$ cat src/rtl/modport_dut_if.sv
// APB signal bundle between a bus master and the modport_dut register slave.
interface modport_dut_if #(
  parameter int ADDR_WIDTH = 32,
  parameter int DATA_WIDTH = 32
);
  logic                  PSEL;
  logic                  PENABLE;
  logic                  PWRITE;
  logic [ADDR_WIDTH-1:0] PADDR;
  logic [DATA_WIDTH-1:0] PWDATA;
  logic [DATA_WIDTH-1:0] PRDATA;
  logic                  PREADY;
  logic                  PSLVERR;

  modport master (
    output PSEL, PENABLE, PWRITE, PADDR, PWDATA,
    input  PRDATA, PREADY, PSLVERR
  );

  modport slave (
    input  PSEL, PENABLE, PWRITE, PADDR, PWDATA,
    output PRDATA, PREADY, PSLVERR
  );
endinterface

$ cat src/rtl/modport_dut.sv
// APB slave with a NUM_REGS x DATA_WIDTH register file and programmable wait states.
// PREADY, PSLVERR and PRDATA are all registered and pulse together for one cycle per transfer.
module modport_dut #(
  parameter int ADDR_WIDTH  = 32,
  parameter int DATA_WIDTH  = 32,
  parameter int NUM_REGS    = 16,
  parameter int WAIT_STATES = 1
) (
  input logic          PCLK,
  input logic          PRESETn,
  modport_dut_if.slave bus
);
  localparam int         IDX_W     = $clog2(NUM_REGS);
  localparam logic [3:0] WAIT_LAST = (WAIT_STATES >= 2) ? 4'(WAIT_STATES - 1) : 4'd0;

  typedef enum logic [1:0] {IDLE, SETUP, ACCESS} state_t;

  state_t                state;
  state_t                state_next;
  logic [DATA_WIDTH-1:0] regs [NUM_REGS];
  logic [ADDR_WIDTH-1:0] addr_q;
  logic                  write_q;
  logic [DATA_WIDTH-1:0] wdata_q;
  logic [3:0]            wait_cnt;
  logic                  pready;
  logic                  pslverr;
  logic [DATA_WIDTH-1:0] prdata;

  logic                  capture;
  logic                  complete;
  logic                  pready_next;
  logic                  pslverr_next;
  logic [DATA_WIDTH-1:0] prdata_next;
  logic [ADDR_WIDTH-1:0] eff_addr;
  logic                  eff_write;
  logic                  eff_err;
  logic                  q_err;
  logic [IDX_W-1:0]      eff_idx;
  logic [IDX_W-1:0]      q_idx;

  function automatic logic addr_error(input logic [ADDR_WIDTH-1:0] a);
    return (a[1:0] != 2'b00) || ((a >> (IDX_W + 2)) != '0);
  endfunction

  // The response is computed on the edge that raises PREADY; with zero wait states
  // that is the capture edge itself, so the live bus fields are used there.
  assign eff_addr  = capture ? bus.PADDR : addr_q;
  assign eff_write = capture ? bus.PWRITE : write_q;
  assign eff_err   = addr_error(eff_addr);
  assign eff_idx   = eff_addr[IDX_W+1:2];
  assign q_err     = addr_error(addr_q);
  assign q_idx     = addr_q[IDX_W+1:2];

  assign bus.PREADY  = pready;
  assign bus.PSLVERR = pslverr;
  assign bus.PRDATA  = prdata;

  always_ff @(posedge PCLK or negedge PRESETn) begin
    if (!PRESETn) state <= IDLE;
    else          state <= state_next;
  end

  always_comb begin
    state_next = state;
    capture    = 1'b0;
    complete   = 1'b0;
    case (state)
      IDLE: begin
        if (bus.PSEL && !bus.PENABLE) begin
          state_next = SETUP;
          capture    = 1'b1;
        end
      end
      SETUP, ACCESS: begin
        if (!bus.PSEL) begin
          state_next = IDLE;
        end else if (pready) begin
          complete = 1'b1;
          if (!bus.PENABLE) begin
            state_next = SETUP;
            capture    = 1'b1;
          end else begin
            state_next = IDLE;
          end
        end else if (state == SETUP) begin
          state_next = ACCESS;
        end else if (!bus.PENABLE) begin
          // Master restarted mid-access: drop the old transfer and take the new setup.
          state_next = SETUP;
          capture    = 1'b1;
        end
      end
      default: state_next = IDLE;
    endcase
  end

  always_comb begin
    pready_next = 1'b0;
    if (capture && WAIT_STATES == 0)
      pready_next = 1'b1;
    else if (state == SETUP && state_next == ACCESS && WAIT_STATES == 1)
      pready_next = 1'b1;
    else if (state == ACCESS && state_next == ACCESS && WAIT_STATES >= 2 && wait_cnt == WAIT_LAST)
      pready_next = 1'b1;
    pslverr_next = pready_next && eff_err;
    prdata_next  = '0;
    if (pready_next && !eff_err && !eff_write)
      prdata_next = regs[eff_idx];
  end

  always_ff @(posedge PCLK or negedge PRESETn) begin
    if (!PRESETn) begin
      addr_q   <= '0;
      write_q  <= 1'b0;
      wdata_q  <= '0;
      wait_cnt <= 4'd0;
      pready   <= 1'b0;
      pslverr  <= 1'b0;
      prdata   <= '0;
    end else begin
      if (capture) begin
        addr_q  <= bus.PADDR;
        write_q <= bus.PWRITE;
        wdata_q <= bus.PWDATA;
      end
      if (state == SETUP && state_next == ACCESS)
        wait_cnt <= 4'd1;
      else if (state == ACCESS && state_next == ACCESS)
        wait_cnt <= wait_cnt + 4'd1;
      pready  <= pready_next;
      pslverr <= pslverr_next;
      prdata  <= prdata_next;
    end
  end

  always_ff @(posedge PCLK or negedge PRESETn) begin
    if (!PRESETn) begin
      for (int i = 0; i < NUM_REGS; i++) regs[i] <= '0;
    end else if (complete && write_q && !q_err) begin
      regs[q_idx] <= wdata_q;
    end
  end
endmodule

$ cat src/flat_wrapper.sv
// flat-port wrapper written by rule: the top's interface ports become plain ports
module modport_dut_flat 
#(
  parameter int ADDR_WIDTH  = 32,
  parameter int DATA_WIDTH  = 32,
  parameter int NUM_REGS    = 16,
  parameter int WAIT_STATES = 1
)
  (PCLK, PRESETn, bus_PSEL, bus_PENABLE, bus_PWRITE, bus_PADDR, bus_PWDATA, bus_PRDATA, bus_PREADY, bus_PSLVERR);
  modport_dut_if #(.ADDR_WIDTH(ADDR_WIDTH), .DATA_WIDTH(DATA_WIDTH)) bus_i ();
  input logic PCLK;
  input logic PRESETn;
  input wire logic [$bits(bus_i.PSEL)-1:0] bus_PSEL;
  input wire logic [$bits(bus_i.PENABLE)-1:0] bus_PENABLE;
  input wire logic [$bits(bus_i.PWRITE)-1:0] bus_PWRITE;
  input wire logic [$bits(bus_i.PADDR)-1:0] bus_PADDR;
  input wire logic [$bits(bus_i.PWDATA)-1:0] bus_PWDATA;
  output wire logic [$bits(bus_i.PRDATA)-1:0] bus_PRDATA;
  output wire logic [$bits(bus_i.PREADY)-1:0] bus_PREADY;
  output wire logic [$bits(bus_i.PSLVERR)-1:0] bus_PSLVERR;
  assign bus_i.PSEL = bus_PSEL;
  assign bus_i.PENABLE = bus_PENABLE;
  assign bus_i.PWRITE = bus_PWRITE;
  assign bus_i.PADDR = bus_PADDR;
  assign bus_i.PWDATA = bus_PWDATA;
  assign bus_PRDATA = bus_i.PRDATA;
  assign bus_PREADY = bus_i.PREADY;
  assign bus_PSLVERR = bus_i.PSLVERR;
  modport_dut #(.ADDR_WIDTH(ADDR_WIDTH), .DATA_WIDTH(DATA_WIDTH), .NUM_REGS(NUM_REGS), .WAIT_STATES(WAIT_STATES)) u_core (.PCLK(PCLK), .PRESETn(PRESETn), .bus(bus_i));
endmodule
$ cat config.mk
export PLATFORM = sky130hd
export DESIGN_NAME = modport_dut_flat
export DESIGN_NICKNAME = d
export VERILOG_FILES = /design/src/rtl/modport_dut_if.sv /design/src/rtl/modport_dut.sv /design/src/flat_wrapper.sv
export SDC_FILE = /design/constraint.sdc
export NUM_CORES = 1
export LEC_CHECK = 0
export ABC_CLOCK_PERIOD_IN_PS = 5800
export CORE_MARGIN = 4
export CORE_UTILIZATION = 50
export CTS_BUF_LIST = sky130_fd_sc_hd__clkbuf_16
export CTS_CLUSTER_DIAMETER = 60
export DETAILED_ROUTE_END_ITERATION = 6
export PLACE_DENSITY = 0.65
export SLEW_MARGIN = 5
export SYNTH_ARGS = -nofsm -noshare
export SYNTH_HDL_FRONTEND = slang
export SYNTH_SLANG_ARGS = --single-unit
$ cat constraint.sdc
create_clock -name PCLK -period 5.8 [get_ports PCLK]
set_input_delay 1.16 -clock PCLK [delete_from_list [all_inputs] [get_ports PCLK]]
set_output_delay 1.16 -clock PCLK [all_outputs]
set_load 0.01 [all_outputs]
After elaboration in Yosys (flattened, before gate mapping)
Index checks and enable logic that the tools add are counted.
- add/sub/neg operators: 0
- multiply operators: 0
- div/mod/pow operators: 0
- $lt $le $gt $ge: 3
- eq/ne operators: 3
- shift operators: 0
- mux-type cells: 26
- bitwise gates (word level): 2
- reduce and logical (&&, ||, !) cells: 20
- operator list (operator ; count):
    $bwmux 512 ; 1
    $mux 32 ; 5
    $bmux 32 s4 ; 1
    $demux 32 s4 ; 1
    $reduce_bool 32->1 ; 2
    $mux 1 ; 11
    $ge 5x5->1 const B ; 2
    $mux 2 ; 5
    $not 4->5 ; 2
    $logic_and 1x1->1 ; 8
    $lt 5x1->1 const B ; 1
    $eq 2x2->1 const B ; 2
    $logic_not 1->1 ; 4
    $pmux 2 s2 ; 1
    $reduce_bool 2->1 ; 2
    $eq 2x1->1 const B ; 1
    $logic_not 2->1 ; 1
    $logic_or 1x1->1 ; 2
    $pmux 1 s2 ; 1
    $reduce_or 2->1 ; 1
- bits in registers: 613
- bits in latches: 0
- bits in writable memories: 0
- bits in read-only memories: 0
- input port bits: 69
- output and inout bits: 34
- word-level logic and storage cells: 77
- memories kept: 0

Logic depth before layout (Yosys ltp)
Gate-level depths: netlist (run 1).
- depth in word-level cells: 12
- mapped depth: 13
- gate-level depth less buffers: 10

Worst setup path before layout (run 1)
No wires, ideal clock.
- kind: in2reg
- start point: input port bus_PENABLE
- end point: register u_core.prdata[1] (netlist: u_core.bus.PRDATA[1])
- setup time: 0.076 ns
- arrival: 3.115 ns
- data required time: 5.724 ns
- setup slack: 2.609 ns
- stages on the path: 8
- path buffers: 2
- path through: nand2b_1 > nor3_4 > mux2_4 > or4_4 > buf_6 > buf_6 > a221o_1 > o21ai_1
- RTL lines (item ; line ; source):
    from (decl) ; flat_wrapper.sv:14 ; input wire logic [$bits(bus_i.PENABLE)-1:0] bus_PENABLE;
    $mux 1 ; modport_dut.sv:79, modport_dut.sv:87 ;
    $mux 1 ; modport_dut.sv:85 ; end else if (state == SETUP) begin
    $mux 1 ; modport_dut.sv:77 ; end else if (pready) begin
    $mux 1 ; modport_dut.sv:75 ; if (!bus.PSEL) begin
    $pmux 1 s2 * ; modport_dut.sv:67 ; case (state)
    $mux 32 * ; n/a ;
    via u_core.eff_addr[5] ; modport_dut.sv:34 ; logic [ADDR_WIDTH-1:0] eff_addr;
    $not 4->5 (implied by the code) * ; modport_dut.sv:108 ; prdata_next = regs[eff_idx];
    $bmux 32 s4 * ; modport_dut.sv:108 ;
    $mux 32 (implied by the code) * (2 in a row) ; modport_dut.sv:108 ;
    $mux 32 * ; modport_dut.sv:107 ; if (pready_next && !eff_err && !eff_write)
    via u_core.prdata_next[1] ; modport_dut.sv:33 ; logic [DATA_WIDTH-1:0] prdata_next;
    to (signal assigned) ; modport_dut.sv:132 ; prdata <= prdata_next;
    to (decl) ; modport_dut.sv:27 ; logic [DATA_WIDTH-1:0] prdata;
Mark *: on every way through the listed nets, which the timed path passes. The rest lies on a longest branch. The select of a mux whose other input is x is not followed.
A chain may end at the register's enable or synchronous reset.

Worst setup path in the final report (run 1)
- start point: input port bus_PSEL
- end point: register u_core.prdata[11] (netlist: u_core.bus.PRDATA[11])
- word-level cells in the longest chain between the ends: 10
- RTL lines (item ; line ; source):
    from (decl) ; flat_wrapper.sv:13 ; input wire logic [$bits(bus_i.PSEL)-1:0] bus_PSEL;
    branches (longest 9 deep; another with $mux 32) ; n/a ;
    $mux 32 * ; modport_dut.sv:107 ;
    via u_core.prdata_next[11] ; modport_dut.sv:33 ;
Mark *: on every way through the listed nets, which the timed path passes. The select of a mux whose other input is x is not followed.

==> results.md, run 1 <==
- Result of the run: finished, final reports clean
- Xor/xnor cell area share of the yosys netlist: 0
- Leakage Power: between 0.01 and 0.015 uW
- Cell-internal power: 7720 uW
- Instance count of the mapped netlist: roughly 2,100
- I/O pin count: around 100
- Total global-route track usage: 0.235
- Worst Clk Skew: 0.0206 ns
- Final Routed Wirelength: 67.6 mm
- Area fraction in compound gates after synthesis: 0.0505
- Max Clk Rate: roughly 0.24 GHz
- Area of the multi-input gates: around 11,000 um^2
- Sequential-to-total area share from yosys stat: 0.568
- DRC Markers: 0
- CP Launch Type: input pin
- Endpoint arrival time on the critical path: 4.62 ns
- Worst path required time: approximately 6.3 ns
- Top routing layer used: met4
- Combinational share of power: 0.230
- Final count of pins violating max slew: 0
- Number of warnings printed during yosys synthesis: 0
- Largest family of logic cells by synthesized area: multiplexers
- Setup fix buffers added after clock tree synthesis: 0
- Synth-to-Final Area Change: 13.8%
- Top post-synthesis cells by area: sky130_fd_sc_hd__dfrtp_1 57%, sky130_fd_sc_hd__mux2_2 23%, sky130_fd_sc_hd__nand2_1 4.2%, sky130_fd_sc_hd__mux2i_1 3.6%, sky130_fd_sc_hd__clkbuf_1 1.4%
- Critical path class: input pin to flop
- Total congestion overflow after global routing: 0
- Number of synthesized register bits: a little over 600
- Multiplexer share of the synthesized area: 0.278
- Fin Setup TNS: 0 ns
- Peak supply drop: around 0.25 mV
- Setup violations, final: 0
- Maximum buffer depth of the clock tree: 3
- Detailed route wirelength on metal2: ~31 mm
- Via count of the first global-routing pass: between 15,000 and 20,000
- RSZ-0062 raised after global routing: no
- Sw Pwr: between 4000 and 5000 uW
- Seq pwr share: 0.436
- Relative slew slack: 0.379
- Worst hold-check path type: flop to flop
- Final weighted congestion in routability-driven placement: 0.741
- Critical Path Fanout Max: between 80 and 90
- Power share of the clock group: 0.334
- Total non-filler cell area in the finished layout: about 30,000 um^2
- Register cell area after layout: between 15,000 and 20,000 um^2
- Net count, final: 2,212
- Fraction of the mapped netlist area in simple logic gates: 0.0751
- Commonest cells after routing, fill and taps aside: 613 x sky130_fd_sc_hd__dfrtp_1, 557 x sky130_fd_sc_hd__mux2_2, 296 x sky130_fd_sc_hd__nand2_1, 101 x sky130_fd_sc_hd__clkdlybuf4s50_1, 96 x sky130_fd_sc_hd__mux2i_1
- First-pass GRT wire length: roughly 110 mm
- Most common library cell in the layout ignoring fill and taps: sky130_fd_sc_hd__dfrtp_1
- Die footprint: ~58,000 um^2
- Initial detailed-routing violation count: ~1,300
- Placement Rows: 84
- Floorplan die width: approximately 240 um
- Post-synth top area share: 0.568
- Routed wire length per instance: 23.6 um
- Post-Synthesis Net Count: ~2,200
- Slew at the pin closest to its max-slew limit: 0.931 ns
- Y dimension of the die: 240 um
- Area inside the core boundary: 53,000 um^2
- # resized after CTS: 0
- Number of fill cells: 4,294
- Clock transition at path regs: 0.06 ns
- Period Utilization, post-route: 0.714
- Placed instance area: ~29,000 um^2
- Kind of end point of the critical path: flop
- Critical path cell sequence: clkdlybuf4s50_1 > nor3b_1 > nand2_1 > o211a_4 > inv_8 > buf_4 > mux2i_1 > a32oi_1 > nand4_1 > o21ai_1
- Antenna Cells: 0
- Stage delay of the slowest cell on the critical path: 0.60 ns
- Setup WS pre-CTS: 1.14 ns
- Power density cells: 384 nW/um^2
- Initial antenna violation count: 0
- Number of hold buffers added after CTS: 0
- Latest clock arrival within the worst-skew pair: 0.59 ns
- Largest net degree at the start of global routing: between 100 and 150
- Sw frac: 0.346
- Maximum capacitance violations: 0
- Fraction of layout cells with a size suffix above 1: 0.330
- Metal-1 WL: 31.8 mm
- H-tree depth: 3
- Async S/R FF share, synth: 1.00
- Adder-Cell Fraction of Synth Area: 0.00139
- Final total power: between 10,000 and 15,000 uW
- Critical-path cell with the highest stage delay: sky130_fd_sc_hd__inv_8
- Worst-case setup margin in the final layout: between 1.5 and 2 ns
- Post-route ant nets: 0
- Buffers added on ports: roughly 100
- Routed wire length on met3: 3.07 mm
- Most used flip-flop cell after synthesis: sky130_fd_sc_hd__dfrtp_1
- Number of clock buffers inserted by TritonCTS: 67
- Cell chosen for the clock root: sky130_fd_sc_hd__clkbuf_16
- Final critical-path required period: about 4.1 ns
- Initial Util: 0.510
- Number of clock sinks seen by CTS: 613
- Count of endpoints failing hold in the final timing report: 0
- Via-to-Cell Ratio: roughly 6
- Netlist area before placement: 27,000 um^2
- TritonRoute pass-1 iters: 5
- Average cell area after synthesis: 12.9 um^2
- Unique masters post-synth: 49
- Placed wire-length estimate: 36.8 mm
- CTS tree: yes
- Total via count in the routed design: between 15,000 and 20,000
- Number of flops mapped to enable cells by yosys: 0
- Yosys top cell by area: sky130_fd_sc_hd__dfrtp_1
[synthesized netlist by cell type (2+ instances only)]
master / instances
sky130_fd_sc_hd__a21oi_1: 36
sky130_fd_sc_hd__a221o_1: 31
sky130_fd_sc_hd__a32o_1: 32
sky130_fd_sc_hd__a32oi_1: 34
sky130_fd_sc_hd__buf_1: 30
sky130_fd_sc_hd__buf_2: 31
sky130_fd_sc_hd__buf_4: 3
sky130_fd_sc_hd__buf_6: 4
sky130_fd_sc_hd__clkbuf_1: 101
sky130_fd_sc_hd__dfrtp_1: 613
sky130_fd_sc_hd__ha_1: 3
sky130_fd_sc_hd__inv_1: 6
sky130_fd_sc_hd__mux2_1: 19
sky130_fd_sc_hd__mux2_2: 557
sky130_fd_sc_hd__mux2_4: 2
sky130_fd_sc_hd__mux2i_1: 98
sky130_fd_sc_hd__nand2_1: 302
sky130_fd_sc_hd__nand2b_1: 4
sky130_fd_sc_hd__nand3_1: 67
sky130_fd_sc_hd__nand4_1: 35
sky130_fd_sc_hd__nand4b_1: 2
sky130_fd_sc_hd__nor2_1: 7
sky130_fd_sc_hd__nor2b_1: 5
sky130_fd_sc_hd__nor3_2: 2
sky130_fd_sc_hd__nor4_1: 14
sky130_fd_sc_hd__o21ai_0: 3
sky130_fd_sc_hd__o21ai_1: 31
[sequential cells by signal, indices dropped and copies added (netlist names)]
signal,cells
u_core.bus.PRDATA,32
u_core.bus.PSLVERR,1
u_core.regs,512
u_core.addr_q,32
u_core.bus.PREADY,1
u_core.state,2
u_core.write_q,1
u_core.wdata_q,32
[kinds of logic (layout without fill, tap and decap cells)]
| logic type | count (synthesis) | after routing |
|---|---|---|
| and+or+nand+nor | 450 | 450 |
| DFF | 613 | 613 |
| AOI/OAI and AO/OA | 176 | 176 |
| muxes | 676 | 676 |
| buffers and inverters | 176 | 262 |
| adders and majority gates | 3 | 3 |
[layout make-up]
class	count	share of cell area
Tap cell	688	0.0280
Multi-Input combinational cell	1305	0.360
Sequential cell	613	0.499
Timing Repair Buffer	146	0.0470
Clock buffer	71	0.0578
Inverter	7	0.00110
Clock inverter	38	0.00729
[per-layer routing]
layer | global-route usage | vias up
met5 | 0 | -
met4 | 0.0584 | 0
met3 | 0.0450 | 111
met2 | 0.367 | 384
met1 | 0.344 | 9056
li1 | - | 7622
[through the flow]
stage	utilization	instances	hold slack [ns]
6_report	0.580	2868	0.481
5_1_grt	0.580	2868	0.504
4_1_cts	0.580	2868	0.488
3_5_place_dp	0.542	2759	0.474
3_3_place_gp	0.542	2759	0.467
2_1_floorplan	-	2094	0.457
[worst paths after layout]
path | start | to | slack, ns | cells after the start
min reg2reg | u_core.regs[419] | u_core.regs[419] | 0.48 | 1
min in group asynchronous | PRESETn | u_core.regs[311] | 0.63 | 1
min | u_core.regs[419] | u_core.regs[419] | 0.48 | 1
max | bus_PSEL | u_core.bus.PRDATA[11] | 1.66 | 10
max in group asynchronous | PRESETn | u_core.regs[289] | 3.73 | 2
max reg2reg | u_core.state[0] | u_core.bus.PRDATA[11] | 2.07 | 10
[power by group through the flow]
stage          Sequential, uW  Clock (uW)  Combinational [uW]
2_1_floorplan            4780           0                2020
3_3_place_gp             5190           0                2670
3_5_place_dp             5220           0                2700
4_1_cts                  5150        4040                2700
5_1_grt                  5220        4220                2880
6_report                 5150        3950                2710
[worst max-delay path: cells and delay by family]
kind                   cells  cell delay (ns)
buffers and inverters      3             1.66
AND/OR/NAND/NOR            3             0.77
AO/OA/AOI/OAI              3             0.65
multiplexers               1             0.27
No activity file was read; power rests on OpenSTA's default activity.
==> run 2, diff against run 1 <==
--- a/config.mk
+++ b/config.mk
@@ -5,13 +5,13 @@
 export SDC_FILE = /design/constraint.sdc
 export NUM_CORES = 1
 export LEC_CHECK = 0
-export ABC_CLOCK_PERIOD_IN_PS = 5800
+export ABC_CLOCK_PERIOD_IN_PS = 3500
 export CORE_MARGIN = 4
 export CORE_UTILIZATION = 50
 export CTS_BUF_LIST = sky130_fd_sc_hd__clkbuf_16
 export CTS_CLUSTER_DIAMETER = 60
 export DETAILED_ROUTE_END_ITERATION = 6
-export PLACE_DENSITY = 0.65
+export PLACE_DENSITY = 0.68
 export SLEW_MARGIN = 5
 export SYNTH_ARGS = -nofsm -noshare
 export SYNTH_HDL_FRONTEND = slang
==> constraint.sdc (replaced) <==
create_clock -name PCLK -period 3.5 [get_ports PCLK]
set_input_delay 0.7 -clock PCLK [delete_from_list [all_inputs] [get_ports PCLK]]
set_output_delay 0.7 -clock PCLK [all_outputs]
set_load 0.01 [all_outputs]
==> run 2 against run 1 <==
Against the previous run:
- non-clock buffer count is 40 higher
- sequential power is 65% higher
- count of clock-buffer cells in the layout stayed put
- clock power is 66% higher
- combinational power is 79% higher
- sequential share of layout area is 1.0 points lower
- global-route usage is 0.25 points higher
- register-to-register slack worse by 1.6 ns
- first-iteration DRC count is 4.8% lower
- critical path type is now flop to flop
- largest cell class unchanged
- largest power group unchanged
- highest routed layer unchanged
==> results.md, run 2 (synthesis gave the netlist of run 1 again) <==
- Routed wire length per instance: 23.1 um
- Total via count in the routed design: 17,400
- Area inside the core boundary: between 50,000 and 60,000 um^2
- Final Routed Wirelength: between 60 and 70 mm
- Count of endpoints failing hold in the final timing report: 0
- Fin util: 0.592
- Worst reg-to-reg path cell count: 10
- Routed wire length on met3: 3.02 mm
- Detailed route wirelength on metal2: approximately 32 mm
- Slew at the pin closest to its max-slew limit: a little over 0.8 ns
- Reg-to-Reg End: u_core.bus.PRDATA[13]
- Worst flop-to-flop path startpoint: u_core.state[1]
- Critical-path cell with the highest stage delay: sky130_fd_sc_hd__ha_1
- Placed wire-length estimate: 39.3 mm
- Die footprint: roughly 58,000 um^2
- Period Utilization, post-route: 0.873
- Count of buffer and inverter cells on the critical path: 3
- Number of hold buffers added after CTS: 0
- Clock transition at path regs: around 0.060 ns
- Net count, final: about 2,300
- Endpoint arrival time on the critical path: about 3.6 ns
- Maximum capacitance violations: 0
- Seq pwr share: 0.428
- Via count of the first global-routing pass: between 15,000 and 20,000
- Cell family with most CP delay: buffers and inverters
- Number of clock buffers inserted by TritonCTS: between 60 and 70
- Top routing layer used: met4
- Fin Setup TNS: 0 ns
- TritonRoute pass-1 iters: 5
- Setup slack on the worst flop-to-flop path: approximately 0.44 ns
- Setup violations, final: 0
- Critical Path Fanout Max: 26
- Most common library cell in the layout ignoring fill and taps: sky130_fd_sc_hd__dfrtp_1
- Latest clock arrival within the worst-skew pair: 0.61 ns
- Y dimension of the die: 240 um
- Metal-1 WL: about 30 mm
- Maximum buffer depth of the clock tree: 3
- Total instance count after detailed placement: ~2,800
- DRC Markers: 0
- Setup fix buffers added after clock tree synthesis: 0
- Combinational share of power: 0.243
- First-pass GRT wire length: approximately 110 mm
- Antenna Cells: 0
- Via-to-Cell Ratio: just under 6
- Hold Worst Slack: 0.152 ns
- Final critical-path required period: approximately 3 ns
- Number of clock sinks seen by CTS: just over 600
- # resized after CTS: 0
- Power share of the clock group: 0.329
- Cell chosen for the clock root: sky130_fd_sc_hd__clkbuf_16
- Fraction of layout cells with a size suffix above 1: 0.337
- Sw Pwr: 6780 uW
- Critical path cell sequence: inv_1 > ha_1 > a21oi_4 > nor3_4 > buf_4 > mux2_2 > buf_4 > a32oi_1 > nand4_1 > o21ai_1
- I/O pin count: between 100 and 150
- Sw frac: 0.341
- Result of the run: finished, final reports clean
- Stage delay of the slowest cell on the critical path: 0.43 ns
- Worst hold-check path type: input pin to async pin
- Floorplan die width: approximately 240 um
- Flip-flop count of the largest register, all copies and words added: about 510
- Total congestion overflow after global routing: 0
- CTS tree: yes
- CP Launch Type: flop
- Final weighted congestion in routability-driven placement: about 0.8
- Number of fill cells: 4,245
- Initial Util: 0.510
- Final count of pins violating max slew: 0
- Synth-to-Final Area Change: 16.2%
- Initial detailed-routing violation count: roughly 1,300
- Placement Rows: 84
- Buffers added on ports: between 100 and 150
- H-tree depth: 3
- Kind of end point of the critical path: flop
- Total global-route track usage: 0.238
- Largest net degree at the start of global routing: 95
- Post-route ant nets: 0
- Worst Clk Skew: 0.0224 ns
- RSZ-0062 raised after global routing: no
- Largest reg by FF count: u_core.regs
- Max Clk Rate: roughly 0.33 GHz
- Leakage Power: roughly 0.015 uW
- Power density cells: between 600 and 700 nW/um^2
- Cell Count, Final, Fillers Out: 2,917
- Relative slew slack: 0.452
- Critical path class: flop to flop
- Peak supply drop: about 0.47 mV
- Initial antenna violation count: 0
- Cell-internal power: approximately 13,000 uW
- Worst path required time: 4.01 ns
- Most frequent CP cell: sky130_fd_sc_hd__buf_4
- Commonest cells after routing, fill and taps aside: 613 x sky130_fd_sc_hd__dfrtp_1, 557 x sky130_fd_sc_hd__mux2_2, 296 x sky130_fd_sc_hd__nand2_1, 101 x sky130_fd_sc_hd__clkdlybuf4s50_1, 96 x sky130_fd_sc_hd__mux2i_1
run 2: layer usage:
metal | global-route usage | vias to the layer above
li1 | - | 7719
met1 | 0.332 | 9120
met2 | 0.383 | 436
met3 | 0.0385 | 127
met4 | 0.0815 | 0
met5 | 0 | -
run 2: metrics by stage:
step | setup WS [ns] | power [uW] | area, um^2
5_1_grt | 0.249 | 20800 | 31400
3_5_place_dp | 0.0754 | 13500 | 29400
4_1_cts | 0.459 | 20100 | 31400
3_3_place_gp | 0.179 | 13400 | 29400
2_1_floorplan | 0.700 | 11300 | 27000
6_report | 0.444 | 19900 | 31400
run 2: how the worst max path moves through the flow:
| stage | from | end | slack [ns] | cells after the start |
|---|---|---|---|---|
| floorplan | u_core.state[1] | u_core.bus.PRDATA[1] | 0.70 | 10 |
| global placement | bus_PSEL | u_core.bus.PRDATA[19] | 0.18 | 8 |
| detailed placement | bus_PSEL | u_core.bus.PRDATA[8] | 0.08 | 8 |
| CTS | u_core.state[1] | u_core.bus.PRDATA[13] | 0.46 | 9 |
| global route | u_core.state[1] | u_core.bus.PRDATA[28] | 0.25 | 10 |
| finish | u_core.state[1] | u_core.bus.PRDATA[13] | 0.44 | 10 |
run 2: cell type report:
cell class / count / area [um^2] / area share
sequential: 613 / 15300 / 0.489
multi-input combinational: 1305 / 11100 / 0.352
timing repair buffer: 186 / 2070 / 0.0660
clock buffer: 71 / 1780 / 0.0566
tap: 688 / 861 / 0.0274
clock inverter: 47 / 245 / 0.00782
inverter: 7 / 33.8 / 0.00108
run 2: power by group through the flow:
stage                     clock [uW]  combinational, uW  sequential (uW)
after floorplan                    0               3350             7920
after global routing            6980               5150             8650
after global placement             0               4790             8600
final                           6550               4840             8520
after detailed placement           0               4820             8650
after CTS                       6710               4840             8520
